`config.mk`:
```
export PLATFORM = sky130hd
export DESIGN_NAME = femto_bus_arbiter
export DESIGN_NICKNAME = d
export VERILOG_FILES = /design/src/rtl/femto_bus_arbiter_pkg.sv /design/src/rtl/femto_bus_req_latch.sv /design/src/rtl/femto_bus_arbiter.sv
export SDC_FILE = /design/constraint.sdc
export NUM_CORES = 1
export LEC_CHECK = 0
export CAP_MARGIN = 20
export CORE_ASPECT_RATIO = 0.9
export CORE_MARGIN = 5
export CORE_UTILIZATION = 35
export DETAILED_ROUTE_END_ITERATION = 16
export HOLD_SLACK_MARGIN = 0.06
export PLACE_DENSITY_LB_ADDON = 0.12
export SLEW_MARGIN = 20
export SYNTH_ARGS = -nofsm -noshare
export SYNTH_HDL_FRONTEND = slang
export SYNTH_SLANG_ARGS = --single-unit
export TNS_END_PERCENT = 100
```
`constraint.sdc`:
```
create_clock -name clk -period 3.1 [get_ports clk]
set_input_delay 0.62 -clock clk [delete_from_list [all_inputs] [get_ports clk]]
set_output_delay 0.62 -clock clk [all_outputs]
set_load 0.05 [all_outputs]
```
`src/rtl/femto_bus_arbiter_pkg.sv`:
```
// Shared encodings for the two-master femtosoc bus arbiter.
package femto_bus_arbiter_pkg;

  typedef enum logic [1:0] {
    OWN_NONE = 2'b00,
    OWN_M0   = 2'b01,
    OWN_M1   = 2'b10
  } owner_t;

  typedef enum logic {
    ST_IDLE   = 1'b0,
    ST_ACTIVE = 1'b1
  } state_t;

endpackage

```
`src/rtl/femto_bus_req_latch.sv`:
```
// Per-master request capture: pending flag, addr/wdata/wmask/type registers
// and the busy flags the master sees.
module femto_bus_req_latch #(
  parameter int ADDR_WIDTH = 24
) (
  input  logic                  clk,
  input  logic                  resetn,
  input  logic [ADDR_WIDTH-1:0] addr,
  input  logic [31:0]           wdata,
  input  logic [3:0]            wmask,
  input  logic                  rstrb,
  input  logic                  issue,
  input  logic                  s_rbusy,
  input  logic                  s_wbusy,
  output logic                  req_ok,
  output logic                  pend,
  output logic                  act_done,
  output logic [ADDR_WIDTH-1:0] sel_addr,
  output logic [31:0]           sel_wdata,
  output logic [3:0]            sel_wmask,
  output logic                  sel_wr,
  output logic [ADDR_WIDTH-1:0] q_addr,
  output logic [31:0]           q_wdata,
  output logic                  rbusy,
  output logic                  wbusy
);

  logic       live_wr, live_req;
  logic       act, wr_q;
  logic [3:0] wmask_q;

  // A write mask wins over a simultaneous read strobe.
  assign live_wr  = |wmask;
  assign live_req = rstrb | live_wr;

  // Strobes from a master that already has something queued or on the bus are dropped.
  assign req_ok   = live_req & ~pend & ~act;

  // The slave finishes the owner's access in the first non-busy cycle after issue.
  assign act_done = act & (wr_q ? ~s_wbusy : ~s_rbusy);

  // What would go to the slave if this master were issued this cycle.
  assign sel_addr  = pend ? q_addr  : addr;
  assign sel_wdata = pend ? q_wdata : wdata;
  assign sel_wmask = pend ? wmask_q : wmask;
  assign sel_wr    = pend ? wr_q    : live_wr;

  // Busy while queued, then mirror the slave while our access is in flight.
  assign rbusy = ~wr_q & (pend | (act & s_rbusy));
  assign wbusy =  wr_q & (pend | (act & s_wbusy));

  // Capture on a live issue (so addr stays stable) or when the request must wait.
  always_ff @(posedge clk or negedge resetn) begin
    if (!resetn) begin
      pend    <= 1'b0;
      act     <= 1'b0;
      wr_q    <= 1'b0;
      wmask_q <= '0;
      q_addr  <= '0;
      q_wdata <= '0;
    end else begin
      if (act_done) act <= 1'b0;
      if (issue) begin
        act  <= 1'b1;
        pend <= 1'b0;
        if (!pend) begin
          q_addr  <= addr;
          q_wdata <= wdata;
          wmask_q <= wmask;
          wr_q    <= live_wr;
        end
      end else if (req_ok) begin
        pend    <= 1'b1;
        q_addr  <= addr;
        q_wdata <= wdata;
        wmask_q <= wmask;
        wr_q    <= live_wr;
      end
    end
  end

endmodule

```
`src/rtl/femto_bus_arbiter.sv`:
```
// Two-master arbiter for the femtosoc strobe bus: FSM, round-robin pointer
// and slave-side muxing. Addresses are held stable for the combinational rdata mux.
module femto_bus_arbiter
  import femto_bus_arbiter_pkg::*;
#(
  parameter int ADDR_WIDTH = 24,
  parameter int FIXED_PRIO = 0
) (
  input  logic                  clk,
  input  logic                  resetn,
  input  logic [ADDR_WIDTH-1:0] m0_addr,
  input  logic [31:0]           m0_wdata,
  input  logic [3:0]            m0_wmask,
  input  logic                  m0_rstrb,
  output logic [31:0]           m0_rdata,
  output logic                  m0_rbusy,
  output logic                  m0_wbusy,
  input  logic [ADDR_WIDTH-1:0] m1_addr,
  input  logic [31:0]           m1_wdata,
  input  logic [3:0]            m1_wmask,
  input  logic                  m1_rstrb,
  output logic [31:0]           m1_rdata,
  output logic                  m1_rbusy,
  output logic                  m1_wbusy,
  output logic [ADDR_WIDTH-1:0] s_addr,
  output logic [31:0]           s_wdata,
  output logic [3:0]            s_wmask,
  output logic                  s_rstrb,
  input  logic [31:0]           s_rdata,
  input  logic                  s_rbusy,
  input  logic                  s_wbusy,
  output logic [1:0]            s_owner
);

  state_t state_q, state_d;
  owner_t owner_q, owner_d, win;
  logic   last_m1_q, last_m1_d;

  logic                  ok0, ok1, pend0, pend1, done0, done1;
  logic [ADDR_WIDTH-1:0] sa0, sa1, qa0, qa1;
  logic [31:0]           sd0, sd1, qd0, qd1;
  logic [3:0]            sm0, sm1;
  logic                  sw0, sw1;

  femto_bus_req_latch #(.ADDR_WIDTH(ADDR_WIDTH)) u_m0 (
    .clk(clk), .resetn(resetn),
    .addr(m0_addr), .wdata(m0_wdata), .wmask(m0_wmask), .rstrb(m0_rstrb),
    .issue(win == OWN_M0), .s_rbusy(s_rbusy), .s_wbusy(s_wbusy),
    .req_ok(ok0), .pend(pend0), .act_done(done0),
    .sel_addr(sa0), .sel_wdata(sd0), .sel_wmask(sm0), .sel_wr(sw0),
    .q_addr(qa0), .q_wdata(qd0), .rbusy(m0_rbusy), .wbusy(m0_wbusy)
  );

  femto_bus_req_latch #(.ADDR_WIDTH(ADDR_WIDTH)) u_m1 (
    .clk(clk), .resetn(resetn),
    .addr(m1_addr), .wdata(m1_wdata), .wmask(m1_wmask), .rstrb(m1_rstrb),
    .issue(win == OWN_M1), .s_rbusy(s_rbusy), .s_wbusy(s_wbusy),
    .req_ok(ok1), .pend(pend1), .act_done(done1),
    .sel_addr(sa1), .sel_wdata(sd1), .sel_wmask(sm1), .sel_wr(sw1),
    .q_addr(qa1), .q_wdata(qd1), .rbusy(m1_rbusy), .wbusy(m1_wbusy)
  );

  assign m0_rdata = s_rdata;
  assign m1_rdata = s_rdata;
  assign s_owner  = owner_q;

  // Winner selection in IDLE: a lone pending request beats live strobes,
  // otherwise ties go to M0 (fixed) or away from the last winner.
  always_comb begin
    win = OWN_NONE;
    if (state_q == ST_IDLE) begin
      if (pend0 && !pend1)                 win = OWN_M0;
      else if (pend1 && !pend0)            win = OWN_M1;
      else if ((pend0 | ok0) && (pend1 | ok1))
        win = ((FIXED_PRIO != 0) || last_m1_q) ? OWN_M0 : OWN_M1;
      else if (ok0)                        win = OWN_M0;
      else if (ok1)                        win = OWN_M1;
    end
  end

  // Next state: grant moves to ACTIVE, slave completion returns to IDLE.
  always_comb begin
    state_d   = state_q;
    owner_d   = owner_q;
    last_m1_d = last_m1_q;
    case (state_q)
      ST_IDLE: if (win != OWN_NONE) begin
        state_d   = ST_ACTIVE;
        owner_d   = win;
        last_m1_d = (win == OWN_M1);
      end
      ST_ACTIVE: if (done0 | done1) begin
        state_d = ST_IDLE;
        owner_d = OWN_NONE;
      end
      default: state_d = ST_IDLE;
    endcase
  end

  // Slave side: strobes only in the grant cycle, latched owner values afterwards.
  // Strobes are gated by reset so nothing leaks to the slave while held in reset.
  always_comb begin
    s_rstrb = 1'b0;
    s_wmask = '0;
    s_addr  = '0;
    s_wdata = '0;
    if (win == OWN_M0) begin
      s_rstrb = resetn & ~sw0;
      s_wmask = resetn ? sm0 : 4'b0000;
      s_addr  = sa0;
      s_wdata = sd0;
    end else if (win == OWN_M1) begin
      s_rstrb = resetn & ~sw1;
      s_wmask = resetn ? sm1 : 4'b0000;
      s_addr  = sa1;
      s_wdata = sd1;
    end else if (owner_q == OWN_M0) begin
      s_addr  = qa0;
      s_wdata = qd0;
    end else if (owner_q == OWN_M1) begin
      s_addr  = qa1;
      s_wdata = qd1;
    end
  end

  // State, owner and round-robin pointer (reset to "last=M1" so M0 wins the first tie).
  always_ff @(posedge clk or negedge resetn) begin
    if (!resetn) begin
      state_q   <= ST_IDLE;
      owner_q   <= OWN_NONE;
      last_m1_q <= 1'b1;
    end else begin
      state_q   <= state_d;
      owner_q   <= owner_d;
      last_m1_q <= last_m1_d;
    end
  end

endmodule

```
After elaboration in Yosys (flattened, before gate mapping)
Index checks and enable logic that the tools add are counted.

storage, ports and cells
  logic and storage cells = 132
  output and inout port bits = 131
  bits in registers = 130
  input port bits = 158

cells by class
  eq/ne operators = 6
  reduce and logical (&&, ||, !) cells = 14
  muxes and demuxes = 61
  bitwise logic cells = 36

operators by type and width
  cell                number
  $mux 32             10
  $mux 24             10
  $mux 4              10
  $mux 1              20
  $mux 2              9
  $and 1x1->1         16
  $not 1->1           11
  $reduce_bool 2->1   5
  $or 1x1->1          9
  $reduce_or 4->1     2
  $eq 2x1->1 const B  2
  $eq 2x2->1 const B  2
  $ne 2x1->1 const B  2
  $pmux 2 s2          1
  $reduce_and 2->1    2
  $logic_and 1x1->1   3
  $logic_not 1->1     2
  $pmux 1 s2          1

Longest topological paths before layout
  word-level depth = 13
  depth in mapped cells = 8
  gate-level depth less buffers = 5

Hierarchy
From an unflattened synthesis, not the netlist that was laid out.

second synthesis, totals
  cell total of the unflattened synthesis = 1,021
  area, all modules = 9,431.5 um^2

modules (own cells, without submodules)
  module               cells each  times used  seq. area each (um^2)  area an instance (um^2)
  femto_bus_req_latch  338         2           1,576.5                3,350.7
  femto_bus_arbiter    345         1           101.3                  2,730.1

Worst setup path before layout
No wires, ideal clock.

  path type = input-to-output
  start point = in m0_wmask[2]
  end point = out s_addr[10]
  path slack = -342 ps
  buffers on the path = 3
  data required time = 2,480 ps
  cell stages on the path = 8
  arrival time = 2,822 ps
  cell sequence = or4_1 > clkbuf_1 > o221ai_2 > o211a_1 > buf_6 > buf_6 > a221oi_2 > o22ai_1

between the ends
  word-level cells in the longest chain between the ends = 13
  elaborated cells on any way between the ends = 15
  classes of those cells = eq/ne (2); mux (7); bitwise (4); reduce/logical (2)

RTL lines
  element                     RTL line                   source
  start: declaration          femto_bus_arbiter.sv:13    input logic [3:0] m0_wmask,
  $reduce_or 4->1 *           femto_bus_req_latch.sv:33  assign live_wr = |wmask;
  $or 1x1->1 *                femto_bus_req_latch.sv:34  assign live_req = rstrb | live_wr;
  $and 1x1->1 * (2 in a row)  femto_bus_req_latch.sv:37  assign req_ok = live_req & ~pend & ~act;
  $or 1x1->1                  femto_bus_arbiter.sv:74    else if ((pend0 | ok0) && (pend1 | ok1))
  $logic_and 1x1->1           femto_bus_arbiter.sv:74
  $mux 2 *                    femto_bus_arbiter.sv:74
  $mux 2 *                    femto_bus_arbiter.sv:73    else if (pend1 && !pend0) win = OWN_M1;
  $mux 2 *                    femto_bus_arbiter.sv:72    if (pend0 && !pend1) win = OWN_M0;
  $mux 2 *                    femto_bus_arbiter.sv:71    if (state_q == ST_IDLE) begin
  $eq 2x2->1                  femto_bus_arbiter.sv:112   end else if (win == OWN_M1) begin
  $mux 24                     femto_bus_arbiter.sv:112
  $mux 24 *                   femto_bus_arbiter.sv:107   if (win == OWN_M0) begin
  end: declaration            femto_bus_arbiter.sv:25    output logic [ADDR_WIDTH-1:0] s_addr,

Mark *: on every way between the ends. The rest lies on a longest branch, timed or not.

Final worst setup path
  start point = in m1_wmask[0]
  end point = out s_addr[21]

between the ends
  word-level cells in the longest chain between the ends = 13
  elaborated cells on any way between the ends = 16
  classes of those cells = eq/ne (2); mux (8); bitwise (4); reduce/logical (2)

RTL lines
  element                                      RTL line                                          source
  start: declaration                           femto_bus_arbiter.sv:20                           input logic [3:0] m1_wmask,
  $reduce_or 4->1 *                            femto_bus_req_latch.sv:33
  $or 1x1->1 *                                 femto_bus_req_latch.sv:34
  $and 1x1->1 * (2 in a row)                   femto_bus_req_latch.sv:37
  $mux 2 or $or 1x1->1 (tied branches)         femto_bus_arbiter.sv:77, femto_bus_arbiter.sv:74
  $mux 2 or $logic_and 1x1->1 (tied branches)  femto_bus_arbiter.sv:76, femto_bus_arbiter.sv:74
  $mux 2 *                                     femto_bus_arbiter.sv:74
  $mux 2 *                                     femto_bus_arbiter.sv:73
  $mux 2 *                                     femto_bus_arbiter.sv:72
  $mux 2 *                                     femto_bus_arbiter.sv:71
  $eq 2x2->1                                   femto_bus_arbiter.sv:112
  $mux 24                                      femto_bus_arbiter.sv:112
  $mux 24 *                                    femto_bus_arbiter.sv:107

Marked as above.

==> flow_summary.json <==
{
  "finalMaxSlewViolations": 0,
  "worstPathMaxFanout": 8,
  "synth.area.top_cells": "dfrtp_1 (39%), mux2_2 (24%), mux2i_1 (7.9%), buf_4 (6.0%), o22ai_1 (4.6%)",
  "drv_cap": 0,
  "worstMarginPinSlew_ns": 0.763,
  "ant_nets": 0,
  "avgSynthCellArea_um2": 11.4,
  "end_kind": "output port",
  "io_pins": 289,
  "synth_common_cells": "mux2_2 (178), dfrtp_1 (129), buf_4 (67), mux2i_1 (66), o22ai_1 (61)",
  "cts.clk_slew.worst_paths_ns": 0.05,
  "required_ns": 2.48,
  "initial_core_util_pct": 35.6,
  "cts_sinks": 130,
  "cts_root_buffer": "clkbuf_16",
  "finalWorstSetupSlack_ns": -0.274,
  "setup.worst_path.start": "m1_wmask[0]",
  "hp-class": "input port to async pin",
  "crit_path_start_kind": "input port",
  "place_congestion": 0.781,
  "gr-total-overflow": 0,
  "crit_arrival_ns": 2.75,
  "antenna_found_initial": 3,
  "synth-main-ff-cell": "dfrtp_1",
  "ys_seq_area_share_pct": 39.1,
  "top_layer_used": "met5",
  "dr.pass1.iters": 5,
  "wl_per_cell_um": 24.0,
  "yosysUniqueCellTypes": 31,
  "met3_length_um": 1580,
  "violations": "setup timing",
  "grt_pass1_vias": 7903,
  "rrSetupSlack_ns": 1.13,
  "hold_violations": 0,
  "rr_worst_depth": 5,
  "rr_startpoint": "u_m1.pend",
  "drt_first_iter_violations": 409,
  "cts_hold_buffers": 0,
  "postRouteWirelength_um": 29800,
  "port_buffers": 192,
  "fp.dieW_um": 173,
  "cts_tree": "built",
  "numCtsBuffers": 17,
  "status": "complete, but fails checks",
  "drc": 0,
  "drt-vias-per-instance": 5.68,
  "max_freq_ghz": 0.296,
  "clock_latency_ns": 0.42,
  "yosys.area.top_type": "dfrtp_1",
  "syn_area_um2": 8320,
  "synthArstFlopShare_pct": 100,
  "synthCells": 733,
  "rows": 53,
  "fin_nets": 1087,
  "insertedDiodeCount": 0,
  "dp_slack_ns": -0.606,
  "synth_most_common_cell": "mux2_2",
  "rsz0062_at_grt": "yes",
  "htreeDepth": 4,
  "die_area_um2": 27000,
  "min_period_ns": 3.37,
  "path_class": "input port to output port",
  "grt_max_degree": 57,
  "grt_pass1_wl_um": 45300,
  "timing.final.crit_share_pct": 109,
  "area_growth_pct": 68.3,
  "hpwl_um": 18300,
  "setup_viol": 61,
  "drive_above_1_share_pct": 60.6,
  "relSlewSlack_pct": 49.1,
  "yosysTopAreaCellShare_pct": 38.8,
  "clockBufferDepth": 2,
  "met1_length_um": 12400,
  "dr_wl_met2_um": 15000,
  "track_usage_pct": 21.0,
  "fillers": 1843,
  "syn-num-nets": 891,
  "skew_ns": 0.0102,
  "num_vias": 7071,
  "synth_edf_count": 0,
  "synth_seq_cells": 130,
  "yosysWarningCount": 0,
  "die-height_um": 156,
  "core_area_um2": 23400
}
==> cells by family after synthesis <==
family / synth area share, %
DFF: 39.1
buffers and inverters: 9.77
and+or+nand+nor: 1.83
muxes: 32.0
AOI/OAI and AO/OA: 17.3
==> flip-flops by register name, summed over array words and instances, names as in the netlist <==
register and count:
last_m1_q 1, s_owner 2, state_q 1, u_m0.act 1, u_m0.pend 1, u_m0.q_addr 24
u_m0.q_wdata 32, u_m0.wmask_q 4, u_m0.wr_q 1, u_m1.act 1, u_m1.pend 1, u_m1.q_addr 24
u_m1.q_wdata 32, u_m1.wmask_q 4, u_m1.wr_q 1
==> worst paths after layout <==
path | endpoint
setup / recovery | s_addr[21]
hold / removal | u_m1.wmask_q[3]
setup reg to reg | u_m1.wmask_q[1]
hold reg to reg | u_m1.wmask_q[2]
max in group asynchronous | u_m0.pend
min in group clk | u_m0.wmask_q[1]
==> through the flow <==
stage	TNS (ns)	utilization (%)	cell area, um2	cells	hold WS [ns]
6_report	-12.22	59.8	14000	1244	0.142
3_5_place_dp	-33.13	49.7	11600	1163	0.497
5_1_grt	-15.30	59.8	14000	1244	0.176
3_3_place_gp	-31.00	49.7	11600	1163	0.487
2_1_floorplan	-2.59	-	8840	733	0.324
4_1_cts	-11.89	57.3	13400	1234	0.161
==> layout by cell type, fill, tap and decap left out, drive strengths merged <==
cell           instances
o21a                   4
mux2i                 66
mux2                 178
clkinv                 4
a21oi                  6
or4                    2
o211ai                 2
a22oi                  1
a221oi                56
clkdlybuf4s50        118
nand3                  3
clkbuf                28
dfstp                  1
and2                   5
dfrtp                129
nor2b                  4
o221ai                 1
o21ai                 61
nor2                   7
o22ai                 61
a22o                   2
nand2                  6
clkinvlp               4
inv                    2
o211a                  1
bufinv                 1
buf                  186
nor3                   1
nand2b                 2
==> worst max-delay path, stage by stage <==
cell and delay (ns):
buf_8 0.10, or4_4 0.54, o21a_1 0.21, buf_6 0.13, o211ai_4 0.28, buf_6 0.18, buf_12 0.16, buf_12 0.11
o21ai_4 0.05, o22ai_4 0.19, buf_12 0.16
==> area by class of cell <==
type	count	area, um2	area share, %
Sequential cell	130	3260	23.3
Clock inverter	9	80.1	0.572
Timing Repair Buffer	309	3970	28.3
Tap cell	302	378	2.70
Clock buffer	23	488	3.48
Inverter	2	7.51	0.0536
Multi-Input combinational cell	469	5820	41.6
==> repair_timing <==
item / 4_1_cts / 5_1_grt
cloned: 8 / 5
gates resized for setup: 188 / 90
setup buffers: 33 / 9
setup endpoints to repair: 61 / 61
pin swaps: 52 / 47
==> per-layer routing <==
metal | track usage [%] | vias up
li1 | - | 3153
met1 | 25.5 | 3617
met2 | 36.9 | 206
met3 | 5.58 | 89
met4 | 6.37 | 6
met5 | 0 | -
Power is left out: the tool's default activity adds up to more than one toggle a clock period on the data nets, which glitch-free logic cannot reach.
